`config.mk`:
```
export PLATFORM = sky130hd
export DESIGN_NAME = pkt_rr_arbiter
export DESIGN_NICKNAME = d
export VERILOG_FILES = /design/src/rtl/pkt_rr_arbiter.sv
export SDC_FILE = /design/constraint.sdc
export NUM_CORES = 1
export LEC_CHECK = 0
export CAP_MARGIN = 15
export CELL_PAD_IN_SITES_DETAIL_PLACEMENT = 0
export CELL_PAD_IN_SITES_GLOBAL_PLACEMENT = 1
export CORE_ASPECT_RATIO = 0.75
export CORE_MARGIN = 10
export CORE_UTILIZATION = 27
export CTS_CLUSTER_DIAMETER = 120
export CTS_CLUSTER_SIZE = 25
export DETAILED_ROUTE_END_ITERATION = 7
export PLACE_DENSITY_LB_ADDON = 0.08
export SYNTH_ARGS = -nofsm -noshare
export SYNTH_HDL_FRONTEND = slang
export SYNTH_SLANG_ARGS = --single-unit
```
`constraint.sdc`:
```
create_clock -name clk -period 4.7 [get_ports clk]
set_input_delay 0.47 -clock clk [delete_from_list [all_inputs] [get_ports clk]]
set_output_delay 0.47 -clock clk [all_outputs]
set_load 0.03 [all_outputs]
```
`src/rtl/pkt_rr_arbiter.sv`:
```
// Round-robin packet arbiter: grants one input queue per packet and forwards its words downstream.
// Latency: accepted word appears on out_* one cycle later; one idle arbitration cycle between packets.
// Backpressure: out_rdy gates in_rdy of the granted queue only; optional per-queue EOP counters via PKT_RR_ARBITER_PKT_CNT_EN.
module pkt_rr_arbiter #(
    parameter int DATA_WIDTH = 64,
    parameter int CTRL_WIDTH = DATA_WIDTH / 8,
    parameter int NUM_QUEUES = 4
) (
    input  logic                             clk,
    input  logic                             reset,
    input  logic [NUM_QUEUES-1:0]            in_req,
    input  logic [NUM_QUEUES*DATA_WIDTH-1:0] in_data,
    input  logic [NUM_QUEUES*CTRL_WIDTH-1:0] in_ctrl,
    input  logic [NUM_QUEUES-1:0]            in_wr,
    output logic [NUM_QUEUES-1:0]            in_rdy,
    output logic [DATA_WIDTH-1:0]            out_data,
    output logic [CTRL_WIDTH-1:0]            out_ctrl,
    output logic                             out_wr,
    input  logic                             out_rdy,
    output logic                             err_spurious_wr
`ifdef PKT_RR_ARBITER_PKT_CNT_EN
    ,
    output logic [NUM_QUEUES*16-1:0]         pkt_cnt
`endif
);

    localparam int GW = (NUM_QUEUES > 1) ? $clog2(NUM_QUEUES) : 1;

    typedef enum logic [2:0] {
        ST_IDLE = 3'b001,
        ST_HDR  = 3'b010,
        ST_BODY = 3'b100
    } state_t;

    state_t                  r_state, w_state_nxt;
    logic [GW-1:0]           r_grant, r_last_grant, w_grant_nxt, w_pick;
    logic [NUM_QUEUES-1:0]   w_gnt_mask;
    logic [DATA_WIDTH-1:0]   w_gdata;
    logic [CTRL_WIDTH-1:0]   w_gctrl;
    logic                    w_any_req, w_acc, w_spur, w_eop, w_ctrl_zero;
    logic [DATA_WIDTH-1:0]   r_out_data;
    logic [CTRL_WIDTH-1:0]   r_out_ctrl;
    logic                    r_out_wr, r_err;

    assign w_any_req   = |in_req;
    assign in_rdy      = w_gnt_mask & {NUM_QUEUES{out_rdy}};
    assign w_acc       = |(in_wr & in_rdy);
    assign w_spur      = |(in_wr & ~w_gnt_mask);
    assign w_ctrl_zero = (w_gctrl == '0);

    // Search upward from last_grant+1 with wrap; the nearest requester wins.
    always_comb begin : p_pick
        logic [GW:0] idx;
        logic        found;
        w_pick = r_last_grant;
        found  = 1'b0;
        idx    = '0;
        for (int k = 1; k <= NUM_QUEUES; k++) begin
            idx = {1'b0, r_last_grant} + (GW+1)'(k);
            if (idx >= (GW+1)'(NUM_QUEUES))
                idx = idx - (GW+1)'(NUM_QUEUES);
            if (!found && in_req[idx[GW-1:0]]) begin
                found  = 1'b1;
                w_pick = idx[GW-1:0];
            end
        end
    end

    always_comb begin
        w_gnt_mask = '0;
        w_gdata    = '0;
        w_gctrl    = '0;
        for (int i = 0; i < NUM_QUEUES; i++) begin
            if (r_grant == GW'(i)) begin
                w_gnt_mask[i] = (r_state != ST_IDLE);
                w_gdata       = in_data[i*DATA_WIDTH +: DATA_WIDTH];
                w_gctrl       = in_ctrl[i*CTRL_WIDTH +: CTRL_WIDTH];
            end
        end
    end

    always_comb begin
        w_state_nxt = r_state;
        w_grant_nxt = r_grant;
        w_eop       = 1'b0;
        case (r_state)
            ST_IDLE: begin
                if (w_any_req) begin
                    w_state_nxt = ST_HDR;
                    w_grant_nxt = w_pick;
                end
            end
            ST_HDR: begin
                if (w_acc && w_ctrl_zero)
                    w_state_nxt = ST_BODY;
            end
            ST_BODY: begin
                if (w_acc && !w_ctrl_zero) begin
                    w_state_nxt = ST_IDLE;
                    w_eop       = 1'b1;
                end
            end
            default: w_state_nxt = ST_IDLE;
        endcase
    end

    always_ff @(posedge clk or posedge reset) begin
        if (reset) begin
            r_state      <= ST_IDLE;
            r_grant      <= '0;
            r_last_grant <= GW'(NUM_QUEUES - 1);
            r_out_wr     <= 1'b0;
            r_out_data   <= '0;
            r_out_ctrl   <= '0;
            r_err        <= 1'b0;
        end else begin
            r_state  <= w_state_nxt;
            r_grant  <= w_grant_nxt;
            r_out_wr <= w_acc;
            if (w_eop)
                r_last_grant <= r_grant;
            if (w_acc) begin
                r_out_data <= w_gdata;
                r_out_ctrl <= w_gctrl;
            end
            if (w_spur)
                r_err <= 1'b1;
        end
    end

    assign out_wr          = r_out_wr;
    assign out_data        = r_out_data;
    assign out_ctrl        = r_out_ctrl;
    assign err_spurious_wr = r_err;

`ifdef PKT_RR_ARBITER_PKT_CNT_EN
    logic [15:0] r_pkt_cnt [NUM_QUEUES];

    always_ff @(posedge clk or posedge reset) begin
        if (reset) begin
            for (int i = 0; i < NUM_QUEUES; i++)
                r_pkt_cnt[i] <= '0;
        end else begin
            for (int i = 0; i < NUM_QUEUES; i++)
                if (w_eop && (r_grant == GW'(i)))
                    r_pkt_cnt[i] <= r_pkt_cnt[i] + 16'd1;
        end
    end

    always_comb begin
        pkt_cnt = '0;
        for (int i = 0; i < NUM_QUEUES; i++)
            pkt_cnt[i*16 +: 16] = r_pkt_cnt[i];
    end
`endif

endmodule

```
==> run metrics <==
total CTS buffers=9; filler instances=1498; RSZ-0062 raised after global routing=no; Yosys top cell area share=39.38%; number of synthesized flops with an enable pin=0; critical path's largest stage delay=0.72 ns; PwrDens=553.4 nW/µm²; num rows=42; max cap viols=0; gr ovfl total=0; relative slew slack=27.05%; RD Place Congestion=0.8035; async set or reset register ratio after synthesis=100.0%; Slew @ Worst Pin=1.094 ns; met1 usage=18.14%; top-count cell post-synth=dfrtp_1; hold path startpoint=err_spurious_wr; mean post-synth cell area=15.44 µm²; Starting Density=27.82%; setup_tns=0 ns; crit path kind=flip-flop to output port; Clock Latency Late Sink=0.33 ns; Die Y-Extent=137.3 µm; leakage=0.003500 µW; Area contributors post-synth=dfrtp_1 39%, mux4_2 33%, mux2_1 14%; die area=24230 µm²; # IOs=377; share of post-route cells with drive strength above 1=15.70%; Ys Warns=0; first-pass GRT wire length=31480 µm; min-delay worst type=flip-flop to flip-flop; DRT iter0 DRCs=143; Slew Limit Fails=0; Vias/cell=4.754; I/O Buffers=376; GRT busiest layer=met2; PostCTS Resize Cnt=0; TritonCTS clock tree=done; fin crit share=65.89%; reg-to-reg startpoint=r_grant[1]; Max Freq=322.9 MHz; Fin. Hold Viols=0; CTS Sinks=81; post-CTS setup buffers=0; flop2flop setup slack=1.68 ns; VDD IR max=0.0002199 V; Cell Chain, Critical Path=buf_4 -> inv_1 -> nor3_1 -> clkdlybuf4s50_1; antenna violations before repair=1; outcome=finished, final reports clean; cell area after synthesis=4956 µm²; Cells after Synth=321; Max Clock Skew=0.004847 ns; CP arrival=2.63 ns; Top FF cell, synth=dfrtp_1; DR pass1 iterations=4; clk buf depth=2; CP max-delay cell=clkdlybuf4s50_1; syn_nets=620; post-detail-place hpwl=17890 µm; CP max FO=25; met3 Use GR=7.248%; worst path required time=4.23 ns; antenna-violating nets left=0; drt drc=0; via count=4426; Die Wd=176.4 µm; CTS Root Cell=clkbuf_16; area leader, netlist=dfrtp_1; met2 Usage GRT=31.25%; Clock transition at path regs=0.06 ns; Hold Worst Slack=0.4761 ns; Crit path max-delay family=buffers and inverters; Worst Setup End Kind=output port; Synth Register Bits=81; Distinct cells, synth=33; Synth top cells by count=78 x dfrtp_1, 73 x mux4_2, 61 x mux2_1, 29 x nand2_1, 12 x buf_2; final layout net count=983; WP buf/inv=3; Final min period=3.097 ns; vias in the first global route=5082; startpoint types=flip-flop; Routed wire per std cell=22.81 µm; Layout area overhead=85.76%; H-tree depth=3; hold_buf cts=0; largest net degree at the start of global routing=83; Final Total Pwr=5095 µW; Std-Cell Core Area=17810 µm²; final WL=21240 µm; aggregate global-route resource usage=17.06%; Setup crit start=r_grant[0]; final setup violation count=0; Seq/Total Area, Yosys=40.97%
==> state kept, by name, summed over array words and instances, names as in the netlist <==
signal / cells
r_grant: 2
err_spurious_wr: 1
r_state: 3
r_last_grant: 2
out_data: 64
out_ctrl: 8
out_wr: 1
==> worst reg2reg max path, stage by stage (launching register included) <==
cell	delay, ns
dfrtp_4	1.11
mux4_2	0.39
nand3_1	0.35
inv_2	0.15
buf_4	0.48
mux2_2	0.43
==> metal layers <==
metal / up-vias / part of all wire, %
met5: - / 0
met3: 9 / 9.8
met1: 2197 / 36
met2: 219 / 53
li1: 2001 / -
met4: 0 / 0.71
==> cell usage in the layout, fill, tap and decap left out, types with 3 or more instances in the layout <==
cell | Yosys | layout
clkinv_2 | 0 | 4
mux4_2 | 73 | 73
nor2_1 | 5 | 5
clkdlybuf4s50_1 | 0 | 376
nor3_1 | 3 | 3
nand2_1 | 29 | 29
clkbuf_16 | 0 | 9
a21oi_1 | 6 | 6
mux2i_1 | 3 | 3
nor3b_1 | 3 | 3
dfstp_2 | 3 | 3
dfrtp_1 | 78 | 76
mux2_2 | 4 | 4
mux2_1 | 61 | 61
buf_4 | 0 | 5
==> stage by stage <==
step	cell area, µm²	setup WS [ns]	util [%]	cells
2_1_floorplan	4956	2.155	-	321
3_3_place_gp	8926	1.667	50.11	915
3_5_place_dp	8926	1.597	50.11	915
4_1_cts	9204	1.501	51.66	930
5_1_grt	9206	1.383	51.68	931
6_report	9206	1.603	51.68	931
==> final timing paths <==
kind | end | cells past startpoint
setup / recovery | in_rdy[1] | 4
hold / removal | err_spurious_wr | 2
setup reg to reg | out_data[14] | 5
hold reg to reg | err_spurious_wr | 2
max in group asynchronous | out_data[4] | 3
min in group asynchronous | out_data[48] | 2
==> power breakdown <==
| group | switching (µW) | total [µW] | internal [µW] |
|---|---|---|---|
| combinational | 1470 | 3040 | 1570 |
| clock | 265 | 671 | 406 |
| sequential | 328 | 1390 | 1060 |
| total | 2060 | 5090 | 3030 |
==> cell families (layout without fill, tap and decap cells) <==
| logic type | count (synthesis) | in the layout | synth area share, % |
|---|---|---|---|
| multiplexers | 142 | 142 | 48.85 |
| AND/OR/NAND/NOR | 51 | 51 | 5.226 |
| buffers and inverters | 33 | 400 | 3.181 |
| flip-flops | 81 | 81 | 40.97 |
| other | 0 | 1 | 0 |
| AO/OA/AOI/OAI | 14 | 14 | 1.767 |
==> final cells by class <==
cell class	instances	area (µm²)	area share [%]
Tap cell	242	302.8	3.289
Antenna cell	1	2.502	0.02718
Inverter	4	16.27	0.1767
Clock inverter	4	45.04	0.4893
Timing Repair Buffer	381	3801	41.29
Multi-Input combinational cell	207	2768	30.06
Sequential cell	81	2038	22.14
Clock buffer	11	232.7	2.528
Note: power is estimated with default switching activity, not from simulation.
